[src/rtl/addsub_pkg.sv]
// rtl/addsub_pkg.sv - shared widths, op encodings and FSM state codes for addsub_arbiter
//
// Purpose: common definitions imported by addsub_unit and addsub_arbiter.
//   DATA_W          operand/result width
//   OP_ADD/OP_SUB   operation select encodings
//   state_t, ST_*   FSM state type and state codes (IDLE -> EXEC -> DONE)

package addsub_pkg;

  localparam int DATA_W = 4;

  localparam logic OP_ADD = 1'b0;
  localparam logic OP_SUB = 1'b1;

  typedef logic [1:0] state_t;

  localparam state_t ST_IDLE = 2'd0;
  localparam state_t ST_EXEC = 2'd1;
  localparam state_t ST_DONE = 2'd2;

endpackage

[src/rtl/addsub_unit.sv]
// rtl/addsub_unit.sv - combinational add/subtract unit with carry/borrow flag
//
// Purpose: computes a+b or a-b modulo 2**DATA_W.
// Ports:
//   a, b    operands
//   op      OP_ADD or OP_SUB
//   result  low DATA_W bits of the operation
//   flag    carry-out on add, borrow (a < b) on subtract

module addsub_unit
  import addsub_pkg::*;
(
  input  logic [DATA_W-1:0] a,
  input  logic [DATA_W-1:0] b,
  input  logic              op,
  output logic [DATA_W-1:0] result,
  output logic              flag
);

  logic [DATA_W:0] sum;
  logic [DATA_W:0] diff;

  // One extra bit on both paths: the MSB is the carry for add, and for an
  // unsigned subtract it wraps to 1 exactly when a < b.
  always_comb begin
    sum  = {1'b0, a} + {1'b0, b};
    diff = {1'b0, a} - {1'b0, b};
    if (op == OP_SUB) begin
      result = diff[DATA_W-1:0];
      flag   = diff[DATA_W];
    end else begin
      result = sum[DATA_W-1:0];
      flag   = sum[DATA_W];
    end
  end

endmodule

[src/rtl/addsub_arbiter.sv]
// rtl/addsub_arbiter.sv - two-requester arbiter sharing one add/subtract unit
//
// Purpose: grants one of two requesters, latches its operation and operands,
// computes the result in EXEC and strobes it in DONE (gnt at t, res_valid at t+2).
// Build option: define ARB_ROUND_ROBIN_EN for round-robin contention handling;
// otherwise requester 0 has fixed priority.
// Ports:
//   clk, rst             clock, asynchronous active-high reset
//   en                   global enable, 0 blocks new grants (in-flight op completes)
//   req0/req1            operation requests
//   op0/op1              0 = add, 1 = subtract
//   a0/b0, a1/b1         operands per requester
//   gnt0/gnt1            one-cycle grant pulse (issued in IDLE)
//   busy                 high in EXEC and DONE
//   res_valid            one-cycle result strobe (DONE)
//   res_id               requester owning the result
//   res_data, res_flag   result modulo 16, carry/borrow
//   led_out              4'b1111 while en=0, else res_data

module addsub_arbiter
  import addsub_pkg::*;
(
  input  logic              clk,
  input  logic              rst,
  input  logic              en,
  input  logic              req0,
  input  logic              req1,
  input  logic              op0,
  input  logic              op1,
  input  logic [DATA_W-1:0] a0,
  input  logic [DATA_W-1:0] b0,
  input  logic [DATA_W-1:0] a1,
  input  logic [DATA_W-1:0] b1,
  output logic              gnt0,
  output logic              gnt1,
  output logic              busy,
  output logic              res_valid,
  output logic              res_id,
  output logic [DATA_W-1:0] res_data,
  output logic              res_flag,
  output logic [DATA_W-1:0] led_out
);

  state_t            state;
  logic              lat_op;
  logic [DATA_W-1:0] lat_a;
  logic [DATA_W-1:0] lat_b;
  logic              lat_id;
  logic              grant;
  logic              pick1;
  logic [DATA_W-1:0] unit_result;
  logic              unit_flag;

`ifdef ARB_ROUND_ROBIN_EN
  // Requester granted most recently; resets to 1 so requester 0 wins first.
  logic last_id;

  assign pick1 = req1 & (~req0 | ~last_id);

  always_ff @(posedge clk or posedge rst) begin
    if (rst) begin
      last_id <= 1'b1;
    end else if (grant) begin
      last_id <= pick1;
    end
  end
`else
  assign pick1 = req1 & ~req0;
`endif

  // Grant is a Mealy output of IDLE so that the result strobe lands exactly
  // two cycles after it; rst masks it immediately.
  assign grant     = (state == ST_IDLE) & en & (req0 | req1) & ~rst;
  assign gnt0      = grant & ~pick1;
  assign gnt1      = grant & pick1;
  assign busy      = (state != ST_IDLE);
  assign res_valid = (state == ST_DONE);
  assign led_out   = en ? res_data : {DATA_W{1'b1}};

  addsub_unit u_addsub_unit (
    .a      (lat_a),
    .b      (lat_b),
    .op     (lat_op),
    .result (unit_result),
    .flag   (unit_flag)
  );

  always_ff @(posedge clk or posedge rst) begin
    if (rst) begin
      state    <= ST_IDLE;
      lat_op   <= OP_ADD;
      lat_a    <= '0;
      lat_b    <= '0;
      lat_id   <= 1'b0;
      res_id   <= 1'b0;
      res_data <= '0;
      res_flag <= 1'b0;
    end else begin
      case (state)
        ST_IDLE: begin
          if (grant) begin
            state  <= ST_EXEC;
            lat_op <= pick1 ? op1 : op0;
            lat_a  <= pick1 ? a1 : a0;
            lat_b  <= pick1 ? b1 : b0;
            lat_id <= pick1;
          end
        end
        ST_EXEC: begin
          res_data <= unit_result;
          res_flag <= unit_flag;
          res_id   <= lat_id;
          state    <= ST_DONE;
        end
        ST_DONE: begin
          state <= ST_IDLE;
        end
        default: begin
          state <= ST_IDLE;
        end
      endcase
    end
  end

endmodule

[config.mk]
export PLATFORM = sky130hd
export DESIGN_NAME = addsub_arbiter
export DESIGN_NICKNAME = d
export VERILOG_FILES = /design/src/rtl/addsub_pkg.sv /design/src/rtl/addsub_unit.sv /design/src/rtl/addsub_arbiter.sv
export SDC_FILE = /design/constraint.sdc
export NUM_CORES = 1
export LEC_CHECK = 0
export ABC_AREA = 0
export BUFFER_PORTS_ARGS = -buffer_cell sky130_fd_sc_hd__clkbuf_2
export CORE_MARGIN = 2
export CORE_UTILIZATION = 35
export DETAILED_ROUTE_END_ITERATION = 8
export SYNTH_ARGS = -nofsm -noshare
export SYNTH_HDL_FRONTEND = slang
export SYNTH_SLANG_ARGS = --single-unit
[constraint.sdc]
create_clock -name clk -period 2 [get_ports clk]
set_input_delay 0.6 -clock clk [delete_from_list [all_inputs] [get_ports clk]]
set_output_delay 0.6 -clock clk [all_outputs]
set_load 0.02 [all_outputs]
==> run metrics <==
outcome=finished with violations; failing checks=setup timing; synthesized flop and latch total=18; slowest CP cell=dfrtp_1; clock latency on the worst-skew pair=300 ps; Syn Inst Count=117; Area contributors post-synth=dfrtp_1 (41%), mux2i_1 (9.9%), ha_1 (9.0%); WL final=2.212 mm; vias in the first global route=884; antenna viol nets, final=0; unrepaired setup endpoints after global routing=true; Top Ports=37; clk slew on worst S/H paths=100 ps; fmax=485.9 MHz; initial antenna violation count=0; ys flop type=dfrtp_1; # DRC=0; Setup-failing EPs final=1; Final Skew=6.821 ps; Final nets=202; CTS tree=yes; PortBufs=36; gr usage total=13.59%; footprint of the multi-input gates=601.8 um2; # rows=20; Final WS setup=-58.15 ps; Chip Height=60.31 um; Worst Path Arrival=1460 ps; level count of the clock H-tree=1; DRT Pass-1 Iters=4; Placed Area=1346 um2; Max-Cap Viols=0; P&R area growth vs syn=33.60%; CP Capture Type=output pin; GP Congestion=0.8183; Slew Limit Fails=0; die width=60.31 um; Final Cycle Share=102.9%; number of synthesized flops with an enable pin=0; post-synth top area cell=dfrtp_1; most frequent cell after synthesis=dfrtp_1; Slew headroom=54.45%; Seq/Total Area, Yosys=40.59%; worst min path class=in2async; WP data required=1400 ps; core area=3028 um2; FF+latch area=450.4 um2; Mapped Area=1110 um2; # hold bufs at CTS=0; first-pass GRT wire length=3.629 mm; Power Dens Cells=866.0 nW/um2; DR iter-0 viols=34; Final Instance Area=1483 um2; VDD IR-drop max=0.0002978 V; Static Leak=0.0008311 uW; final non-filler cell total=211; syn_nets=150; die area=3637 um2; Synth warnings=0; Netlist cell types=29; routed vias/inst=4.346; Worst-Margin Slew=682.5 ps; Avg Synthesized Cell Area=9.486 um2; Clk Tree Root Cell=clkbuf_4; worst path cell trace=nor4b_4, o21ai_2, nor2_2, buf_6; crit path launch type=flip-flop; CP max stage delay=420 ps; Max FO, Critical Path=2; share of the synthesized area in the top cell type=40.59%; drt wl/cell=10.48 um; initial core utilization=36.65%; grt total ovfl=0; PnR Total Power=1284 uW; post-DP HPWL=1.645 mm; largest net degree at the start of global routing=21; WS Path Type=reg2out; n_diodes=0; Filler cells=305; clock buffer depth=2; TritonCTS Sinks=18; TritonCTS Buffers=3; fraction of registers with async set/reset=100.0%; Inst Count DP=196; Fin Setup TNS=-58.15 ps; Hold Fails Final Rpt=0; synth cell count leaders=dfrtp_1 (18), nand2_1 (16), o21ai_0 (15), mux2i_1 (11), inv_1 (10); ratio of cells with drive above 1 in the final layout=35.93%; Tmin final=2058 ps; DR vias=917
[report_power, final]
| group | switching, uW | internal [uW] | total, uW |
|---|---|---|---|
| clock | 113 | 70.2 | 183 |
| combinational | 307 | 252 | 559 |
| sequential | 84.1 | 458 | 542 |
[cells by family (layout without fill, tap and decap cells)]
kind of cell | Yosys count | in the layout | share of synthesized area (%)
compound gates | 23 | 23 | 11.39
simple gates | 38 | 38 | 18.15
buf+inv | 16 | 66 | 6.540
flops | 18 | 18 | 40.59
mux | 11 | 11 | 9.921
fa+ha+maj | 10 | 10 | 12.63
xor+xnor | 1 | 1 | 0.7893
[timing repair]
item / 4_1_cts / 5_1_grt
setup endpoints to repair: 1 / 11
gates resized for setup: 3 / 6
pin swaps: 2 / 2
setup buffers: 15 / 0
hold endpoints to repair: 0 / 0
[worst max-delay path, delay by kind of cell (launching register included)]
family / cells / cell delay [ps]
buf+inv: 1 / 130
compound gates: 1 / 110
flops: 1 / 420
simple gates: 2 / 490
[path summary, 6_finish.rpt]
check                           startpoint           to  depth (start not counted)  slack, ps
worst max-delay path              state[0]         gnt1                          4        -60
worst min-delay path                   rst  res_data[0]                          2        410
worst max register to register    state[0]       lat_id                         12        110
worst min register to register      lat_id       res_id                          2        490
max in group asynchronous              rst     lat_a[3]                          2       1150
min in group clk                    lat_id       res_id                          2        490
[layer usage]
layer  global-route usage [%]  wire length [um]  share of wire, %
met3                    2.597               117               5.3
met1                    16.09              1028                46
met4                    5.714                30               1.4
met2                    23.91              1036                47
met5                        0                 0                 0
[cell usage in the layout (no fill, tap or decap), drive strengths merged]
cell type / n
nor3: 1
xnor2: 1
clkbuf: 37
o21bai: 1
or3b: 1
nand2b: 8
a21o: 1
nor2: 3
mux2i: 11
nand2: 16
o21ai: 16
a31oi: 1
buf: 18
a22oi: 1
ha: 8
nor4b: 1
nor2b: 3
nand4: 1
and2: 2
or2: 1
inv: 11
dfrtp: 18
a21oi: 2
fa: 2
nand3b: 1
o211ai: 1
[through the flow]
| stage | hold slack [ps] | setup slack (ps) | utilization (%) |
|---|---|---|---|
| floorplan | 437.7 | 118.7 | - |
| global placement | 457.9 | -4.508 | 44.46 |
| detailed placement | 456.9 | -53.40 | 44.46 |
| CTS | 441.5 | -61.60 | 49.42 |
| global route | 484.7 | -133.3 | 48.97 |
| finish | 407.2 | -58.15 | 48.97 |
[flip-flops by register name (all words and copies together), names as in the netlist]
| signal | count |
|---|---|
| lat_a | 4 |
| lat_b | 4 |
| res_data | 4 |
| state | 2 |
| lat_id | 1 |
| lat_op | 1 |
| res_flag | 1 |
| res_id | 1 |
[final cells by class]
cell class | count | share of cell area, %
timing repair buffer | 52 | 20.84
inverter | 11 | 2.954
sequential | 18 | 30.38
multi-input combinational | 83 | 40.59
clock buffer | 3 | 1.519
tap | 44 | 3.713
Power figures use the tool's default switching activity.
